[config.mk]
export PLATFORM = sky130hd
export DESIGN_NAME = sysid_read_arbiter
export DESIGN_NICKNAME = d
export VERILOG_FILES = /design/src/rtl/sysid_arb_pkg.sv /design/src/rtl/sysid_read_arbiter_rr_grant_select.sv /design/src/rtl/sysid_read_arbiter.sv
export SDC_FILE = /design/constraint.sdc
export NUM_CORES = 1
export LEC_CHECK = 0
export CAP_MARGIN = 20
export CORE_MARGIN = 10
export CORE_UTILIZATION = 39
export CTS_CLUSTER_DIAMETER = 40
export DETAILED_ROUTE_END_ITERATION = 7
export GPL_ROUTABILITY_DRIVEN = 0
export PLACE_DENSITY = 0.76
export SLEW_MARGIN = 25
export SYNTH_ARGS = -nofsm -noshare
export SYNTH_HDL_FRONTEND = slang
export SYNTH_HIERARCHICAL = 1
export SYNTH_SLANG_ARGS = --single-unit
[constraint.sdc]
create_clock -name clock -period 1.55 [get_ports clock]
set_input_delay 0.155 -clock clock [delete_from_list [all_inputs] [get_ports clock]]
set_output_delay 0.155 -clock clock [all_outputs]
set_load 0.02 [all_outputs]
[src/rtl/sysid_arb_pkg.sv]
// Shared types and helpers for the sysid read arbiter and other
// shared-slave arbiters built around round-robin grant selection.
package sysid_arb_pkg;

    typedef enum logic [1:0] {
        IDLE    = 2'd0,
        ISSUE   = 2'd1,
        RESPOND = 2'd2
    } state_t;

    localparam logic ADDR_ID        = 1'b0;
    localparam logic ADDR_TIMESTAMP = 1'b1;

    localparam int MAX_MASTERS = 8;

    // First requester at or after last+1, wrapping modulo n.
    function automatic logic [2:0] rr_next(
        input logic [7:0] req,
        input logic [2:0] last,
        input int         n
    );
        int   j;
        int   nn;
        logic found;
        rr_next = '0;
        found   = 1'b0;
        nn      = (n < 1) ? 1 : n;
        for (int k = 1; k <= MAX_MASTERS; k++) begin
            j = (int'(last) + k) % nn;
            if (k <= nn && !found && req[j[2:0]]) begin
                rr_next = j[2:0];
                found   = 1'b1;
            end
        end
    endfunction

endpackage

[src/rtl/sysid_read_arbiter_rr_grant_select.sv]
// Combinational round-robin grant: one-hot and index form of the
// first requester after the last-granted master.
module rr_grant_select
    import sysid_arb_pkg::*;
#(
    parameter int N  = 2,
    parameter int IW = (N > 1) ? $clog2(N) : 1
) (
    input  logic [N-1:0]  i_req,
    input  logic [IW-1:0] i_last,
    output logic          o_valid,
    output logic [N-1:0]  o_grant_oh,
    output logic [IW-1:0] o_grant_idx
);

    logic [7:0] w_req8;
    logic [2:0] w_last3;
    logic [2:0] w_idx3;

    always_comb begin
        w_req8        = '0;
        w_req8[N-1:0] = i_req;
        w_last3       = 3'(i_last);
    end

    assign w_idx3      = rr_next(w_req8, w_last3, N);
    assign o_valid     = |i_req;
    assign o_grant_idx = IW'(w_idx3);

    always_comb begin
        o_grant_oh = '0;
        for (int i = 0; i < N; i++) begin
            o_grant_oh[i] = o_valid && (w_idx3 == 3'(i));
        end
    end

endmodule

[src/rtl/sysid_read_arbiter.sv]
// Round-robin arbiter sharing one read-only sysid slave between
// several Avalon-MM read masters; all outputs come from registers.
module sysid_read_arbiter
    import sysid_arb_pkg::*;
#(
    parameter int NUM_MASTERS   = 2,
    parameter int DATA_W        = 32,
    parameter int SLAVE_LATENCY = 0
) (
    input  logic                          clock,
    input  logic                          reset,
    input  logic [NUM_MASTERS-1:0]        m_read,
    input  logic [NUM_MASTERS-1:0]        m_address,
    output logic [NUM_MASTERS-1:0]        m_waitrequest,
    output logic [NUM_MASTERS*DATA_W-1:0] m_readdata,
    output logic                          s_address,
    input  logic [DATA_W-1:0]             s_readdata,
    output logic                          busy
);

    localparam int         IW  = (NUM_MASTERS > 1) ? $clog2(NUM_MASTERS) : 1;
    localparam logic [2:0] LAT = 3'(SLAVE_LATENCY);

    state_t                        r_state;
    state_t                        w_state_nxt;
    logic [IW-1:0]                 r_grant;
    logic [IW-1:0]                 w_grant_nxt;
    logic [IW-1:0]                 r_last;
    logic [IW-1:0]                 w_last_nxt;
    logic                          r_saddr;
    logic                          w_saddr_nxt;
    logic [2:0]                    r_cnt;
    logic [2:0]                    w_cnt_nxt;
    logic [NUM_MASTERS-1:0]        r_wait;
    logic [NUM_MASTERS-1:0]        w_wait_nxt;
    logic [NUM_MASTERS*DATA_W-1:0] r_rdata;
    logic [NUM_MASTERS*DATA_W-1:0] w_rdata_nxt;
    logic                          r_busy;

    logic                   w_any;
    logic [NUM_MASTERS-1:0] w_sel_oh;
    logic [IW-1:0]          w_sel_idx;

    rr_grant_select #(
        .N  (NUM_MASTERS),
        .IW (IW)
    ) u_sel (
        .i_req       (m_read),
        .i_last      (r_last),
        .o_valid     (w_any),
        .o_grant_oh  (w_sel_oh),
        .o_grant_idx (w_sel_idx)
    );

    always_ff @(posedge clock) begin
        if (reset) begin
            r_state <= IDLE;
            r_grant <= '0;
            r_last  <= '0;
            r_saddr <= ADDR_ID;
            r_cnt   <= '0;
            r_wait  <= '1;
            r_rdata <= '0;
            r_busy  <= 1'b0;
        end else begin
            r_state <= w_state_nxt;
            r_grant <= w_grant_nxt;
            r_last  <= w_last_nxt;
            r_saddr <= w_saddr_nxt;
            r_cnt   <= w_cnt_nxt;
            r_wait  <= w_wait_nxt;
            r_rdata <= w_rdata_nxt;
            r_busy  <= (w_state_nxt != IDLE);
        end
    end

    // Waitrequest and data are set up on the edge entering RESPOND
    // so the master sees them registered during that single cycle.
    always_comb begin
        w_state_nxt = r_state;
        w_grant_nxt = r_grant;
        w_last_nxt  = r_last;
        w_saddr_nxt = r_saddr;
        w_cnt_nxt   = r_cnt;
        w_wait_nxt  = '1;
        w_rdata_nxt = r_rdata;
        unique case (r_state)
            IDLE: begin
                if (w_any) begin
                    w_grant_nxt = w_sel_idx;
                    w_saddr_nxt = |(m_address & w_sel_oh);
                    w_cnt_nxt   = LAT;
                    w_state_nxt = ISSUE;
                end
            end
            ISSUE: begin
                if (r_cnt != 3'd0) begin
                    w_cnt_nxt = r_cnt - 3'd1;
                end else begin
                    w_state_nxt         = RESPOND;
                    w_wait_nxt[r_grant] = 1'b0;
                    w_rdata_nxt[int'(r_grant)*DATA_W +: DATA_W] = s_readdata;
                end
            end
            RESPOND: begin
                w_last_nxt  = r_grant;
                w_state_nxt = IDLE;
            end
            default: begin
                w_state_nxt = IDLE;
            end
        endcase
    end

    assign m_waitrequest = r_wait;
    assign m_readdata    = r_rdata;
    assign s_address     = r_saddr;
    assign busy          = r_busy;

endmodule

# Word-level counts from Yosys, hierarchy flattened
# Cells that the tools add are included.
[word_totals]
ff_bits = 75
in_bits = 38
[op_classes]
n_lt_le_gt_ge = 4
mux = 16
eq_ne = 5
reduce_logical = 16
shifts = 2
n_bitwise = 6
n_addsub = 4
[ops]
columns = ["cell", "count"]
rows = [
  ["64-bit bitwise mux", 1],
  ["32-bit by 33-bit variable shift with 64-bit output (first input constant)", 1],
  ["32-bit by 33-bit indexed part select with 64-bit output", 1],
  ["6-bit negation with 33-bit output", 1],
  ["3-bit two-way mux", 4],
  ["3-bit by 4-bit < comparator with 1-bit output (second input constant)", 2],
  ["3-bit case mux with 2 select lines", 1],
  ["1-bit binary-select mux with 2-bit select", 2],
  ["1-bit logical AND", 4],
  ["1-bit two-way mux", 4],
  ["2-bit two-way mux", 2],
  ["2-bit case mux with 2 select lines", 1],
  ["2-bit AND reduction", 2],
  ["2-bit nonzero test", 2],
  ["2-bit OR reduction", 2],
  ["3-bit by 1-bit equality test with 1-bit output (second input constant)", 1],
  ["3-bit zero test", 1],
  ["3-bit AND reduction", 1],
  ["3-bit nonzero test", 1],
  ["3-bit OR reduction", 1],
  ["3-bit by 1-bit subtractor with 3-bit output (second input constant)", 1],
  ["1-bit adder (second input constant)", 2],
  ["1-bit AND (first input constant)", 2],
  ["2-bit AND", 1],
  ["11 further kinds", 12],
]

# Depth between registers and ports, before layout
[depth]
depth_word = 12
ltp_mapped = 8
ltp_nobuf = 6

# Cells and area by module
# The synthesis kept the hierarchy.
[modules_own_cells]
columns = ["module", "seq_area_each_um2", "cells_each", "area_each_um2", "n_inst"]
rows = [
  ["sysid_read_arbiter", 1501.4, 327, 2691.3, 1],
  ["rr_grant_select", 0.0, 5, 32.5, 1],
]

# Least setup slack after synthesis
# OpenSTA, ideal clock, no wires.
[synth_path]
path_type = "register to register"
startpoint = "reg r_cnt[0]"
endpoint = "reg r_rdata[22] (netlist: m_readdata[22])"
arrival_ps = 1397
setup_slack_ps = 21
path_stages_with_launch = 9
setup_ps = 132
n_path_buf = 2
path_cell_list = "dfxtp_1 inv_1 ha_1 ha_1 and4bb_1 buf_2 buf_4 nand2_1 a21oi_1"
[synth_via]
elab_chain_cells = 3
[synth_lines]
columns = ["element", "line_no", "source"]
rows = [
  ["start: declaration", "sysid_read_arbiter.sv:32", "logic [2:0] r_cnt;"],
  ["start signal: assignment", "sysid_read_arbiter.sv:70", "r_cnt <= w_cnt_nxt;"],
  ["3-bit nonzero test", "sysid_read_arbiter.sv:97", "if (r_cnt != 3'd0) begin"],
  ["1-bit NOT (no line)", "n/a", ""],
  ["2-bit AND reduction (no line)", "n/a", ""],
  ["end signal: assignment", "sysid_read_arbiter.sv:72", "r_rdata <= w_rdata_nxt;"],
  ["end: declaration", "sysid_read_arbiter.sv:36", "logic [NUM_MASTERS*DATA_W-1:0] r_rdata;"],
]
# No other way between the ends.
# A chain may end at the register's enable or synchronous reset.

# Worst setup path in the final report
[layout_path]
startpoint = "reg r_cnt[0]"
endpoint = "reg r_cnt[1]"
[layout_via]
elab_chain_cells = 3
elab_cells_between_ends = 6
classes_between = "1 x add/sub; 1 x eq/ne; 2 x mux; 2 x reduce/logical"
[layout_lines]
columns = ["element", "line_no"]
rows = [
  ["3-bit by 1-bit subtractor with 3-bit output or 3-bit nonzero test (tied branches)", "sysid_read_arbiter.sv:98, sysid_read_arbiter.sv:97"],
  ["3-bit two-way mux or 2-bit inequality test (tied branches)", "n/a"],
  ["3-bit case mux with 2 select lines or 3-bit AND reduction (tied branches)", "n/a"],
]
# Several ways; a longest one is shown, not always the timed one. The select of a mux whose other input is x is not followed.

==> results_tabular.tex <==
\begin{tabular}{lr}
\hline
Metric & Value \\
\hline
\multicolumn{2}{l}{\textbf{Route}} \\
\quad First-pass detailed-route iteration total & 4 \\
\quad Drc violations & 0 \\
\quad Count of nets left with antenna violations after detail routing & 0 \\
\quad Initial detailed-routing violation count & 80 \\
\quad Average vias per placed instance & 4.78 \\
\quad Overall via count from detail\_route & 2,583 \\
\quad Average wire per standard cell & 14.6 um \\
\quad Detailed Route WL & 7.87 mm \\
\multicolumn{2}{l}{\textbf{Layout}} \\
\quad Share of final-layout standard cells stronger than drive strength 1 & 0.101 \\
\quad Final standard cell count with taps included and fillers excluded & 540 \\
\quad Post-route cell area & approximately 0.0043 mm2 \\
\quad \# fillers & about 600 \\
\quad Count of antenna diodes in the layout & 0 \\
\quad Fin nets & 480 \\
\quad Growth of design area from synthesis to finish & 56.1\% \\
\multicolumn{2}{l}{\textbf{Global route}} \\
\quad Antenna violations before repair & 0 \\
\quad Global-route wire length before repair & 12.2 mm \\
\quad Pin count of the biggest net entering global routing & 25 \\
\quad Global-route usage over all layers & 0.136 \\
\quad Total congestion overflow after global routing & 0 \\
\quad Via count of the first global-routing pass & 2,460 \\
\multicolumn{2}{l}{\textbf{Synthesis}} \\
\quad Cell taking the most area after synthesis & sky130\_fd\_sc\_hd\_\_dfxtp\_1 \\
\quad Sequential area share after synthesis & 0.551 \\
\quad Synth Warn \# & 6 \\
\quad Mapped Area & 0.00272 mm2 \\
\quad Syn\_nets & 372 \\
\quad Most used DFF post-synth & sky130\_fd\_sc\_hd\_\_dfxtp\_1 \\
\quad Most used standard cells in the synthesized netlist & sky130\_fd\_sc\_hd\_\_nand2\_1, sky130\_fd\_sc\_hd\_\_dfxtp\_1, sky130\_fd\_sc\_hd\_\_a21oi\_1 \\
\quad Async SR Flop Fraction & 0 \\
\quad Post-synth cell types & 30 \\
\quad Share of the synthesized area in the top cell type & 0.551 \\
\quad Leading cell types by total area after synthesis & sky130\_fd\_sc\_hd\_\_dfxtp\_1, sky130\_fd\_sc\_hd\_\_nand2\_1, sky130\_fd\_sc\_hd\_\_a21oi\_1 \\
\quad Post-synthesis instance total & 332 \\
\quad Number of enable-type register cells in the synthesized netlist & 0 \\
\quad Synthesized area per cell & 8.20 um2 \\
\quad Number of flip-flops and latches in the synthesized netlist & 75 \\
\quad Most repeated cell in the gate-level netlist after synthesis & sky130\_fd\_sc\_hd\_\_nand2\_1 \\
\multicolumn{2}{l}{\textbf{Setup path}} \\
\quad Crit path required time & 1800 ps \\
\quad Capture instance of the worst register-to-register path & r\_cnt[1]\$\_SDFFE\_PP0P\_ \\
\quad Register-to-Register Setup Slack & slightly below 60 ps \\
\quad Arrival time of data at the critical path endpoint & 1740 ps \\
\quad Startpoint of the most critical register-to-register path & r\_cnt[0]\$\_SDFFE\_PP0P\_ \\
\quad Endpoint type of the worst setup path & flop \\
\quad CP Launch Type & flop \\
\quad Biggest fanout along the worst timing path & 6 \\
\quad Crit Path Class & reg -> reg \\
\quad Length in cells of the worst reg-to-reg path & 6 \\
\multicolumn{2}{l}{\textbf{Placed design}} \\
\quad Worst setup timing slack at the placement stage & -95.9 ps \\
\quad Placed inst area & 0.00388 mm2 \\
\quad Post-DP HPWL & 5.54 mm \\
\quad Instance count after placement with tap cells included & 521 \\
\quad Quantity of I/O buffers inserted on ports & around 110 \\
\multicolumn{2}{l}{\textbf{CTS}} \\
\quad Clock buffers created by TritonCTS & 9 \\
\quad Number of buffers added to fix hold violations after cts & 0 \\
\quad Cell chosen for the clock root & sky130\_fd\_sc\_hd\_\_clkbuf\_8 \\
\quad Clock transition at the registers of the reported paths & 80 ps \\
\quad Buffer levels on the longest clock path & 2 \\
\quad Clock Latency Late Sink & between 300 and 400 ps \\
\quad CTS tree & built \\
\quad \# H-tree levels & 3 \\
\quad TritonCTS sink count & 75 \\
\multicolumn{2}{l}{\textbf{Timing}} \\
\quad Period utilisation layout & 0.962 \\
\quad Final number of hold-violating endpoints & 0 \\
\quad Slew at the pin closest to its max-slew limit & between 400 and 500 ps \\
\quad Maximum clock rate & 671 MHz \\
\quad Setup repair after global routing missed its margin & true \\
\quad Worst clock skew & approximately 8 ps \\
\quad Final slew viol count & 0 \\
\quad Relative slew slack & 0.730 \\
\quad Final setup viols & 0 \\
\quad Worst Setup Slack, final & 58.7 ps \\
\quad Post-layout minimum cycle time & 1490 ps \\
\quad Setup TNS & 0 ps \\
\multicolumn{2}{l}{\textbf{Min path}} \\
\quad Hold WC Path Type & in -> reg \\
\quad Launch point of the worst hold path & reset \\
\quad Worst Hold Endpoint & m\_readdata[24]\$\_SDFFE\_PP0P\_ \\
\quad Worst Hold Depth & 2 \\
\multicolumn{2}{l}{\textbf{Power}} \\
\quad Leakage power total & 0.00148 uW \\
\quad Worst vdd ir & 0.554 mV \\
\quad Cell area power density & 1060 mW/mm2 \\
\quad Total power & roughly 4500 uW \\
\multicolumn{2}{l}{\textbf{Die}} \\
\quad Horizontal die dimension & 104 um \\
\quad Number of placement rows & 30 \\
\quad Area inside the core boundary & 0.00679 mm2 \\
\quad Chip height & 104 um \\
\quad Die area & 0.0107 mm2 \\
\quad Initial Utilization & 0.401 \\
\quad Number of top-level pins & around 110 \\
\multicolumn{2}{l}{\textbf{Job}} \\
\quad Maxcap violations & 0 \\
\multicolumn{2}{l}{\textbf{Run status}} \\
\quad Outcome & completed \\
\hline
\end{tabular}
[critical path, cell delays in order (launching register included)]
cell and delay, ps:
sky130_fd_sc_hd__dfxtp_2 340, sky130_fd_sc_hd__inv_2 40, sky130_fd_sc_hd__ha_4 150, sky130_fd_sc_hd__ha_4 170
sky130_fd_sc_hd__buf_6 120, sky130_fd_sc_hd__or4_4 490, sky130_fd_sc_hd__o32ai_2 90
[logic make-up (layout without fill, tap and decap cells)]
group                    count (synthesis)  after routing  synth area share
flip-flops                              75             75             0.551
AND/OR/NAND/NOR                        147            147             0.226
adder cells (fa/ha/maj)                  2              2           0.00919
multiplexers                             2              2           0.00735
AO/OA/AOI/OAI                           76             76             0.148
buffers and inverters                   30            142            0.0574
[how the worst max path moves through the flow]
stage | start | to | slack, ps
global placement | r_cnt[1]$_SDFFE_PP0P_ | m_readdata[40]$_SDFFE_PP0P_ | 10
finish | r_cnt[0]$_SDFFE_PP0P_ | r_cnt[1]$_SDFFE_PP0P_ | 60
CTS | r_cnt[1]$_SDFFE_PP0P_ | m_readdata[41]$_SDFFE_PP0P_ | 0.2
detailed placement | r_cnt[1]$_SDFFE_PP0P_ | m_readdata[41]$_SDFFE_PP0P_ | -100
floorplan | r_cnt[0]$_SDFFE_PP0P_ | m_readdata[22]$_SDFFE_PP0P_ | 20
global route | r_cnt[0]$_SDFFE_PP0P_ | r_cnt[2]$_SDFFE_PP0P_ | -7
[layout make-up]
class                   count  area (um2)  share of cell area
inverters                   5        21.3             0.00500
repair buffers            122        1250               0.294
clock inverters             5         103              0.0241
well taps                  96         120              0.0282
clock buffers              10         128              0.0300
multi-input cells         227        1120               0.264
flip-flops and latches     75        1500               0.354
[layout by cell type, fill, tap and decap left out, types with 2 or more instances in the layout]
master and n:
sky130_fd_sc_hd__nand2_1 129, sky130_fd_sc_hd__clkdlybuf4s50_1 104, sky130_fd_sc_hd__dfxtp_1 73, sky130_fd_sc_hd__a21oi_1 64
sky130_fd_sc_hd__buf_4 10, sky130_fd_sc_hd__clkbuf_8 9, sky130_fd_sc_hd__nor2_1 4, sky130_fd_sc_hd__nand2b_1 3
sky130_fd_sc_hd__bufinv_16 3, sky130_fd_sc_hd__inv_2 2, sky130_fd_sc_hd__inv_1 2, sky130_fd_sc_hd__o32ai_2 2
sky130_fd_sc_hd__nor4b_1 2, sky130_fd_sc_hd__mux2i_1 2, sky130_fd_sc_hd__a211oi_1 2, sky130_fd_sc_hd__ha_4 2
sky130_fd_sc_hd__clkbuf_16 2, sky130_fd_sc_hd__buf_12 2, sky130_fd_sc_hd__buf_8 2, sky130_fd_sc_hd__dfxtp_2 2
sky130_fd_sc_hd__a21boi_0 2
[power breakdown]
part	internal [uW]	switching [uW]
Combinational	336	346
Clock	1060	690
Sequential	2020	58.3
[stage by stage]
| step | hold slack, ps | utilization |
|---|---|---|
| after floorplan | 291 | - |
| after global placement | 441 | 0.571 |
| after detailed placement | 448 | 0.571 |
| after CTS | 208 | 0.606 |
| after global routing | 248 | 0.626 |
| final | 229 | 0.626 |
[layer usage]
metal  up-vias  wire length, um  GRT usage
li1       1293                -          -
met3         8              561     0.0595
met5         -                0          0
met1      1202             3360      0.154
met4         0              119     0.0454
met2        80             3830      0.222
[registers in the layout, summed over array words and instances, names as in the netlist]
signal and flops:
m_readdata 64, m_waitrequest 2, r_grant 1, s_address 1
busy 1, r_last 1, r_state 2, r_cnt 3
[repair_timing]
item / CTS / global route
gates cloned: 0 / 2
pin swaps: 0 / 3
gates resized for setup: 2 / 20
buffers inserted: 0 / 2
setup endpoints to repair: 66 / 67
No activity file was read; power rests on OpenSTA's default activity.
